===== src/rtl/bus_arb_pkg.sv =====
// ---------------------------------------------------------------------------
// bus_arb_pkg
// Shared constants and small elaboration-time helpers for the N-master bus
// arbiter and its response-ID FIFO.
//   ARB_FIXED / ARB_RR : values of the arbiter's ARB_MODE parameter
//   idx_width()        : bits needed to index n items (minimum 1)
//   cnt_width()        : bits needed to count 0..depth inclusive
//   wrap_idx()         : single-step modulo for values below 2*n
// ---------------------------------------------------------------------------
package bus_arb_pkg;

    localparam int ARB_FIXED = 0;
    localparam int ARB_RR    = 1;

    function automatic int idx_width(input int n);
        return (n > 1) ? $clog2(n) : 1;
    endfunction

    function automatic int cnt_width(input int depth);
        return $clog2(depth) + 1;
    endfunction

    // Callers only ever pass idx < 2*n, so one conditional subtract is enough.
    function automatic int wrap_idx(input int idx, input int n);
        return (idx >= n) ? idx - n : idx;
    endfunction

endpackage


===== src/rtl/bus_arbiter_rr_if.sv =====
// ---------------------------------------------------------------------------
// bus_arbiter_rr_if
// req/we/addr/be/wdata/ack/resp/rdata bus bundle. NUM_PORTS packs several
// independent buses side by side (port k at [k*W +: W]) so one interface type
// serves both the multi-master side and the single slave side of the arbiter.
//   master modport : drives req/we/addr/be/wdata, receives ack/resp/rdata
//   slave  modport : receives req/we/addr/be/wdata, drives ack/resp/rdata
// ---------------------------------------------------------------------------
interface bus_arbiter_rr_if
    import bus_arb_pkg::*;
#(
    parameter int NUM_PORTS = 1,
    parameter int ADDR_W    = 32,
    parameter int DATA_W    = 32
);

    logic [NUM_PORTS-1:0]          req;
    logic [NUM_PORTS-1:0]          we;
    logic [NUM_PORTS*ADDR_W-1:0]   addr;
    logic [NUM_PORTS*DATA_W/8-1:0] be;
    logic [NUM_PORTS*DATA_W-1:0]   wdata;
    logic [NUM_PORTS-1:0]          ack;
    logic [NUM_PORTS-1:0]          resp;
    logic [NUM_PORTS*DATA_W-1:0]   rdata;

    modport master (
        output req, we, addr, be, wdata,
        input  ack, resp, rdata
    );

    modport slave (
        input  req, we, addr, be, wdata,
        output ack, resp, rdata
    );

endinterface


===== src/rtl/bus_id_fifo.sv =====
// ---------------------------------------------------------------------------
// bus_id_fifo
// Synchronous FIFO of master IDs for reads that were accepted by the slave
// but not yet answered. The head is visible combinationally so a response can
// be routed in the same cycle it arrives.
//   clk_i, arst_i  : clock, asynchronous active-low reset (FIFO emptied)
//   push_i/push_id_i : enqueue an ID (honoured when not full or popping)
//   pop_i          : dequeue the head (ignored when empty)
//   head_id_o      : ID at the head
//   full_o/empty_o : occupancy flags
//   count_o        : number of stored IDs
// ---------------------------------------------------------------------------
module bus_id_fifo
    import bus_arb_pkg::*;
#(
    parameter int ID_W  = 1,
    parameter int DEPTH = 4,
    parameter int CNT_W = $clog2(DEPTH) + 1
) (
    input  logic             clk_i,
    input  logic             arst_i,
    input  logic             push_i,
    input  logic [ID_W-1:0]  push_id_i,
    input  logic             pop_i,
    output logic [ID_W-1:0]  head_id_o,
    output logic             full_o,
    output logic             empty_o,
    output logic [CNT_W-1:0] count_o
);

    localparam int              PTR_W    = idx_width(DEPTH);
    localparam logic [PTR_W-1:0] LAST_PTR = PTR_W'(DEPTH - 1);

    logic [ID_W-1:0]  mem_q [DEPTH];
    logic [PTR_W-1:0] wrPtr_q, wrPtr_d;
    logic [PTR_W-1:0] rdPtr_q, rdPtr_d;
    logic [CNT_W-1:0] count_q, count_d;
    logic             doPush;
    logic             doPop;

    // A push into a full FIFO is legal when the head leaves in the same cycle;
    // the write lands in the slot being vacated.
    always_comb begin
        doPop   = pop_i && (count_q != '0);
        doPush  = push_i && ((count_q != CNT_W'(DEPTH)) || doPop);
        wrPtr_d = wrPtr_q;
        rdPtr_d = rdPtr_q;
        count_d = count_q;
        if (doPush) begin
            wrPtr_d = (wrPtr_q == LAST_PTR) ? '0 : wrPtr_q + 1'b1;
        end
        if (doPop) begin
            rdPtr_d = (rdPtr_q == LAST_PTR) ? '0 : rdPtr_q + 1'b1;
        end
        if (doPush && !doPop) begin
            count_d = count_q + 1'b1;
        end else if (doPop && !doPush) begin
            count_d = count_q - 1'b1;
        end
    end

    always_ff @(posedge clk_i or negedge arst_i) begin
        if (!arst_i) begin
            wrPtr_q <= '0;
            rdPtr_q <= '0;
            count_q <= '0;
        end else begin
            wrPtr_q <= wrPtr_d;
            rdPtr_q <= rdPtr_d;
            count_q <= count_d;
        end
    end

    // Storage needs no reset: entries are only read once counted as valid.
    always_ff @(posedge clk_i) begin
        if (doPush) begin
            mem_q[wrPtr_q] <= push_id_i;
        end
    end

    assign head_id_o = mem_q[rdPtr_q];
    assign full_o    = (count_q == CNT_W'(DEPTH));
    assign empty_o   = (count_q == '0);
    assign count_o   = count_q;

endmodule


===== src/rtl/bus_arbiter_rr.sv =====
// ---------------------------------------------------------------------------
// bus_arbiter_rr
// N-master to 1-slave bus arbiter with fixed-priority (ARB_MODE=0) or
// round-robin (ARB_MODE=1) selection, up to MAX_OUTSTANDING pipelined reads,
// and in-order routing of read responses back to the issuing master.
//   clk_i, arst_i  : clock, asynchronous active-low reset
//   m_bus_if       : NUM_MASTERS packed master buses (arbiter is their slave)
//   s_bus_if       : single slave bus (arbiter is its master)
//   rd_pending_bo  : reads accepted by the slave and not yet answered
//   err_o          : sticky, set by a slave response with no pending read
// Request/ack and response routing are both zero-cycle pass-through.
// ---------------------------------------------------------------------------
module bus_arbiter_rr
    import bus_arb_pkg::*;
#(
    parameter int NUM_MASTERS     = 2,
    parameter int ADDR_W          = 32,
    parameter int DATA_W          = 32,
    parameter int MAX_OUTSTANDING = 4,
    parameter int ARB_MODE        = ARB_FIXED
) (
    input  logic                              clk_i,
    input  logic                              arst_i,
    bus_arbiter_rr_if.slave                   m_bus_if,
    bus_arbiter_rr_if.master                  s_bus_if,
    output logic [$clog2(MAX_OUTSTANDING):0]  rd_pending_bo,
    output logic                              err_o
);

    localparam int ID_W  = idx_width(NUM_MASTERS);
    localparam int CNT_W = cnt_width(MAX_OUTSTANDING);
    localparam int BE_W  = DATA_W / 8;

    logic [NUM_MASTERS-1:0] eligible;
    logic                   readOk;
    logic                   grantValid;
    logic [ID_W-1:0]        grantIdx;
    logic                   handshake;
    logic                   readPush;
    logic                   fifoPop;
    logic [ID_W-1:0]        fifoHead;
    logic                   fifoFull;
    logic                   fifoEmpty;
    logic [CNT_W-1:0]       fifoCount;
    logic [ID_W-1:0]        rrPtr_q, rrPtr_d;
    logic                   err_q, err_d;
    int                     cand;

    // A read may be granted when the ID FIFO has room, including the room
    // freed by a response popping the head in this same cycle.
    assign fifoPop = s_bus_if.resp[0] & ~fifoEmpty;
    assign readOk  = ~fifoFull | fifoPop;

    // Grant selection. Round-robin scans downward from the farthest offset so
    // the last match written is the one closest to the pointer.
    always_comb begin
        eligible   = '0;
        grantValid = 1'b0;
        grantIdx   = '0;
        cand       = 0;
        for (int k = 0; k < NUM_MASTERS; k++) begin
            eligible[k] = m_bus_if.req[k] & (m_bus_if.we[k] | readOk);
        end
        if (ARB_MODE == ARB_RR) begin
            for (int off = NUM_MASTERS - 1; off >= 0; off--) begin
                cand = wrap_idx(int'(rrPtr_q) + off, NUM_MASTERS);
                if (eligible[ID_W'(cand)]) begin
                    grantValid = 1'b1;
                    grantIdx   = ID_W'(cand);
                end
            end
        end else begin
            for (int k = NUM_MASTERS - 1; k >= 0; k--) begin
                if (eligible[k]) begin
                    grantValid = 1'b1;
                    grantIdx   = ID_W'(k);
                end
            end
        end
    end

    // Forward the granted master to the slave; everything is zero when idle.
    always_comb begin
        s_bus_if.req   = grantValid;
        s_bus_if.we    = '0;
        s_bus_if.addr  = '0;
        s_bus_if.be    = '0;
        s_bus_if.wdata = '0;
        m_bus_if.ack   = '0;
        if (grantValid) begin
            s_bus_if.we[0]         = m_bus_if.we[grantIdx];
            s_bus_if.addr          = m_bus_if.addr[int'(grantIdx)*ADDR_W +: ADDR_W];
            s_bus_if.be            = m_bus_if.be[int'(grantIdx)*BE_W +: BE_W];
            s_bus_if.wdata         = m_bus_if.wdata[int'(grantIdx)*DATA_W +: DATA_W];
            m_bus_if.ack[grantIdx] = s_bus_if.ack[0];
        end
    end

    assign handshake = grantValid & s_bus_if.ack[0];
    assign readPush  = handshake & ~m_bus_if.we[grantIdx];

    // Route a slave response to the master at the head of the ID FIFO.
    always_comb begin
        m_bus_if.resp  = '0;
        m_bus_if.rdata = '0;
        if (fifoPop) begin
            m_bus_if.resp[fifoHead]                          = 1'b1;
            m_bus_if.rdata[int'(fifoHead)*DATA_W +: DATA_W] = s_bus_if.rdata;
        end
    end

    always_comb begin
        rrPtr_d = rrPtr_q;
        if ((ARB_MODE == ARB_RR) && handshake) begin
            rrPtr_d = ID_W'(wrap_idx(int'(grantIdx) + 1, NUM_MASTERS));
        end
        err_d = err_q | (s_bus_if.resp[0] & fifoEmpty);
    end

    always_ff @(posedge clk_i or negedge arst_i) begin
        if (!arst_i) begin
            rrPtr_q <= '0;
            err_q   <= 1'b0;
        end else begin
            rrPtr_q <= rrPtr_d;
            err_q   <= err_d;
        end
    end

    bus_id_fifo #(
        .ID_W  (ID_W),
        .DEPTH (MAX_OUTSTANDING),
        .CNT_W (CNT_W)
    ) u_id_fifo (
        .clk_i     (clk_i),
        .arst_i    (arst_i),
        .push_i    (readPush),
        .push_id_i (grantIdx),
        .pop_i     (fifoPop),
        .head_id_o (fifoHead),
        .full_o    (fifoFull),
        .empty_o   (fifoEmpty),
        .count_o   (fifoCount)
    );

    assign rd_pending_bo = fifoCount;
    assign err_o         = err_q;

endmodule


===== src/flat_wrapper.sv =====
// flat-port wrapper written by rule: the top's interface ports become plain ports
module bus_arbiter_rr_flat import bus_arb_pkg::*;
#(
    parameter int NUM_MASTERS     = 2,
    parameter int ADDR_W          = 32,
    parameter int DATA_W          = 32,
    parameter int MAX_OUTSTANDING = 4,
    parameter int ARB_MODE        = ARB_FIXED
)
  (clk_i, arst_i, rd_pending_bo, err_o, m_bus_if_req, m_bus_if_we, m_bus_if_addr, m_bus_if_be, m_bus_if_wdata, m_bus_if_ack, m_bus_if_resp, m_bus_if_rdata, s_bus_if_req, s_bus_if_we, s_bus_if_addr, s_bus_if_be, s_bus_if_wdata, s_bus_if_ack, s_bus_if_resp, s_bus_if_rdata);
  bus_arbiter_rr_if #(.NUM_PORTS(2), .ADDR_W(ADDR_W), .DATA_W(DATA_W)) m_bus_if_i ();
  bus_arbiter_rr_if #(.NUM_PORTS(1), .ADDR_W(ADDR_W), .DATA_W(DATA_W)) s_bus_if_i ();
  input  logic clk_i;
  input  logic arst_i;
  output logic [$clog2(MAX_OUTSTANDING):0] rd_pending_bo;
  output logic err_o;
  input wire logic [$bits(m_bus_if_i.req)-1:0] m_bus_if_req;
  input wire logic [$bits(m_bus_if_i.we)-1:0] m_bus_if_we;
  input wire logic [$bits(m_bus_if_i.addr)-1:0] m_bus_if_addr;
  input wire logic [$bits(m_bus_if_i.be)-1:0] m_bus_if_be;
  input wire logic [$bits(m_bus_if_i.wdata)-1:0] m_bus_if_wdata;
  output wire logic [$bits(m_bus_if_i.ack)-1:0] m_bus_if_ack;
  output wire logic [$bits(m_bus_if_i.resp)-1:0] m_bus_if_resp;
  output wire logic [$bits(m_bus_if_i.rdata)-1:0] m_bus_if_rdata;
  output wire logic [$bits(s_bus_if_i.req)-1:0] s_bus_if_req;
  output wire logic [$bits(s_bus_if_i.we)-1:0] s_bus_if_we;
  output wire logic [$bits(s_bus_if_i.addr)-1:0] s_bus_if_addr;
  output wire logic [$bits(s_bus_if_i.be)-1:0] s_bus_if_be;
  output wire logic [$bits(s_bus_if_i.wdata)-1:0] s_bus_if_wdata;
  input wire logic [$bits(s_bus_if_i.ack)-1:0] s_bus_if_ack;
  input wire logic [$bits(s_bus_if_i.resp)-1:0] s_bus_if_resp;
  input wire logic [$bits(s_bus_if_i.rdata)-1:0] s_bus_if_rdata;
  assign m_bus_if_i.req = m_bus_if_req;
  assign m_bus_if_i.we = m_bus_if_we;
  assign m_bus_if_i.addr = m_bus_if_addr;
  assign m_bus_if_i.be = m_bus_if_be;
  assign m_bus_if_i.wdata = m_bus_if_wdata;
  assign m_bus_if_ack = m_bus_if_i.ack;
  assign m_bus_if_resp = m_bus_if_i.resp;
  assign m_bus_if_rdata = m_bus_if_i.rdata;
  assign s_bus_if_req = s_bus_if_i.req;
  assign s_bus_if_we = s_bus_if_i.we;
  assign s_bus_if_addr = s_bus_if_i.addr;
  assign s_bus_if_be = s_bus_if_i.be;
  assign s_bus_if_wdata = s_bus_if_i.wdata;
  assign s_bus_if_i.ack = s_bus_if_ack;
  assign s_bus_if_i.resp = s_bus_if_resp;
  assign s_bus_if_i.rdata = s_bus_if_rdata;
  bus_arbiter_rr #(.NUM_MASTERS(NUM_MASTERS), .ADDR_W(ADDR_W), .DATA_W(DATA_W), .MAX_OUTSTANDING(MAX_OUTSTANDING), .ARB_MODE(ARB_MODE)) u_core (.clk_i(clk_i), .arst_i(arst_i), .m_bus_if(m_bus_if_i), .s_bus_if(s_bus_if_i), .rd_pending_bo(rd_pending_bo), .err_o(err_o));
endmodule

===== config.mk =====
export PLATFORM = sky130hd
export DESIGN_NAME = bus_arbiter_rr_flat
export DESIGN_NICKNAME = d
export VERILOG_FILES = /design/src/rtl/bus_arb_pkg.sv /design/src/rtl/bus_arbiter_rr_if.sv /design/src/rtl/bus_id_fifo.sv /design/src/rtl/bus_arbiter_rr.sv /design/src/flat_wrapper.sv
export SDC_FILE = /design/constraint.sdc
export NUM_CORES = 1
export LEC_CHECK = 0
export BUFFER_PORTS_ARGS = -buffer_cell sky130_fd_sc_hd__clkbuf_2
export CAP_MARGIN = 20
export CELL_PAD_IN_SITES_DETAIL_PLACEMENT = 1
export CELL_PAD_IN_SITES_GLOBAL_PLACEMENT = 1
export CORE_MARGIN = 2
export CORE_UTILIZATION = 20
export DETAILED_ROUTE_END_ITERATION = 8
export HOLD_SLACK_MARGIN = 0.12
export PLACE_DENSITY = 0.8
export SLEW_MARGIN = 5
export SYNTH_ARGS = -nofsm -noshare
export SYNTH_HDL_FRONTEND = slang
export SYNTH_HIERARCHICAL = 1
export SYNTH_SLANG_ARGS = --single-unit

===== constraint.sdc =====
create_clock -name clk_i -period 2.51 [get_ports clk_i]
set_input_delay 0.502 -clock clk_i [delete_from_list [all_inputs] [get_ports clk_i]]
set_output_delay 0.502 -clock clk_i [all_outputs]
set_load 0.01 [all_outputs]

==> results.md <==
* Initial Util at 0.203
* Max Clock Skew at 9.35 ps
* Depth of the CTS H-tree at 1
* Outcome: complete, but fails checks
* P&R area growth vs syn at 76.4%
* CTS Root Cell: clkbuf_16
* # DRC at 0
* Fmax at ~390 MHz
* CTS Buffer Depth at 2
* FILL cells at 1874
* Async SR Flop Fraction at 0.667
* CP max stage delay at about 460 ps
* Cell Area, Synth at 2920 sq um
* Grt total ovfl at 0
* Cell Rows at 44
* Post-DR wirelength/cell at around 17 microns
* Layout Nets at 880
* CP Capture Type: output port
* Yosys warns at 6
* Critical path cell sequence: nor3b_4 -> inv_2 -> o31ai_4 -> buf_4 -> buf_6 -> clkbuf_16 -> o31ai_1 -> clkbuf_2
* Mean post-synth cell area at 7.67 sq um
* Worst hold margin at 496 ps
* WS Path Type: reg -> out
* Wirelength, routed at 15100 microns
* Die Ht at 125 microns
* Util after Layout at 0.357
* Period utilization at 1.02
* Syn Nets at 564
* N_diodes at 0
* 1st-iter DRT viols at 151
* RSZ-0062 raised after global routing: true
* Max VDD drop at 0.533 mV
* CP Data Required Time at around 2000 ps
* First-pass GRT wire length at 22400 microns
* Count of final max-slew check failures at 0
* Detailed placer's ending HPWL at 10700 microns
* # port buffers at about 320
* Die ar. at 15600 sq um
* DR vias at 4113
* Initial antenna violation count at 0
* Sequential cell area fraction in the yosys report at 0.110
* Critical path's top delay family: buffers and inverters
* Worst Tran Pin Value at 359 ps
* Most frequent cells in the layout: clkbuf_2 (300), inv_1 (73), o211ai_1 (68)
* Top FF cell, synth: dfrtp_1
* Final Cell Area at 5150 sq um
* Vias in the first global route at 4100
* Leak Pwr at 2.93 nW
* Skew-Pair Late Insertion Delay at 250 ps
* Worst Setup Slack, final at -45.5 ps
* Startpoint types: register
* CTS tree: done
* Reg clk slew, reported paths at 40 ps
* Post-synthesis register bit count at 12
* Final std cells w/o fill at 880
* Design Power at just over 3 mW
* Setup violators final at 32
* Final RePlAce weighted congestion at just over 0.8
* Proportion of layout cells with a drive suffix above 1 at 0.606
* I/O pin cnt at about 320
* Placed Instance Area at 4700 sq um
* Setup WS pre-CTS at between 80 and 90 ps
* Core ar. at about 14000 sq um
* Sum Neg Setup Slack at -868 ps
* Worst Path Buf+Inv at 5
* Synth unique cells at 35
* CP max FO at 11
* Max-Cap Viols at 0
* Die width at 125 microns
* Worst hold path type: reg -> reg
* EDFF count, synth at 4
* Power Dens Cells at 592 nW/um^2
* Max_slew headroom at 0.759
* Detail Route Antenna Nets at 0
* DP Cell Count at 854
* Mapped Cells at 381
* Final min period at 2560 ps
* Failing checks: negative setup slack
* Gr usage total at 0.172
* CTS Buf Count at 3
* Commonest non-fill, non-tap cell in the layout: clkbuf_2
* Via/cell ratio at 4.67
* Largest net degree at the start of global routing at 70
* CP max-delay cell: dfrtp_2
* Clock Sinks at 12
* DRT Pass-1 Iters at 4
* Final Hold Viols at 0
* CP arrival at 2050 ps
[layout make-up]
| cell class | count | area, sq um | area share |
|---|---|---|---|
| flip-flops and latches | 12 | 324 | 0.0629 |
| multi-input cells | 248 | 2100 | 0.408 |
| clock buffers | 3 | 75.1 | 0.0146 |
| repair buffers | 358 | 2140 | 0.416 |
| clock inverters | 1 | 3.75 | 0.000728 |
| well taps | 184 | 230 | 0.0447 |
| inverters | 74 | 278 | 0.0539 |
[cells by family (layout without fill, tap and decap cells)]
family	after synthesis	count (layout)	share of synthesized area
adders and majority gates	7	7	0.0325
DFF	12	12	0.110
xor gates and xnor gates	3	3	0.00899
AOI/OAI and AO/OA	144	146	0.426
muxes	6	6	0.0321
buffers and inverters	123	436	0.204
and+or+nand+nor	86	86	0.187
[power breakdown]
group          internal, mW  total, mW  switching, mW
Clock                 0.210      0.297         0.0873
Sequential            0.285      0.387          0.102
Combinational          1.10       2.37           1.27
[flip-flops by register name, summed over array words and instances (netlist names)]
name,flops
u_core/u_id_fifo/mem_q,4
u_core/u_id_fifo/rdPtr_q,2
u_core/u_id_fifo/wrPtr_q,2
u_core/u_id_fifo/count_o,3
u_core/err_o,1
[final timing paths]
kind / start / slack, ps / cells past startpoint / end
max: u_core/u_id_fifo/count_o[0]$_DFFE_PN0P_ / -50 / 8 / s_bus_if_addr[16]
max in group asynchronous: arst_i / 1660 / 2 / u_core/u_id_fifo/count_o[0]$_DFFE_PN0P_
min: u_core/err_o$_DFF_PN0_ / 500 / 1 / u_core/err_o$_DFF_PN0_
min in group asynchronous: arst_i / 640 / 2 / u_core/u_id_fifo/rdPtr_q[0]$_DFFE_PN0P_
min reg2reg: u_core/err_o$_DFF_PN0_ / 500 / 1 / u_core/err_o$_DFF_PN0_
max reg2reg: u_core/u_id_fifo/count_o[1]$_DFFE_PN0P_ / 70 / 12 / u_core/u_id_fifo/count_o[2]$_DFFE_PN0P_
[synthesized netlist by cell type, types with 2 or more instances]
cell type  instances  area [sq um]
mux2_4             4          60.1
inv_1             74           278
nand2_1            3          11.3
clkbuf_1          24          90.1
edfxtp_1           4           120
and2_2             4          30.0
o21ai_0            3          15.0
ha_1               6          75.1
and2_1            34           213
and3_1            32           200
xor2_1             2          17.5
nor2_1             5          18.8
o31ai_2           30           375
o211ai_1          68           510
nor3b_1            2          15.0
dfrtp_1            8           200
buf_2              8          40.0
o31ai_1           38           285
buf_6             16           180
[worst reg2reg max path: stages, from the launching register on]
cell	delay (ps)
dfrtp_2	440
nor3_4	60
nor2b_4	300
buf_6	150
buf_4	110
inv_1	60
a21boi_4	140
ha_2	200
inv_1	50
fa_1	370
xor2_1	160
nor2_1	140
xor2_1	170
[layer usage]
layer	routed length, microns	GRT usage
met5	0	0
met4	115	0.0190
met3	857	0.0296
met2	7470	0.311
met1	6670	0.220
[repair_timing]
item / CTS / global route
pin swaps: 3 / 2
hold buffers: 1 / 0
hold endpoints to repair: 8 / 0
resized for setup: 8 / 31
endpoints found under the setup margin: 71 / 100
setup buffers: 8 / 5
gates cloned: 4 / 4
Note: power is estimated with default switching activity, not from simulation.
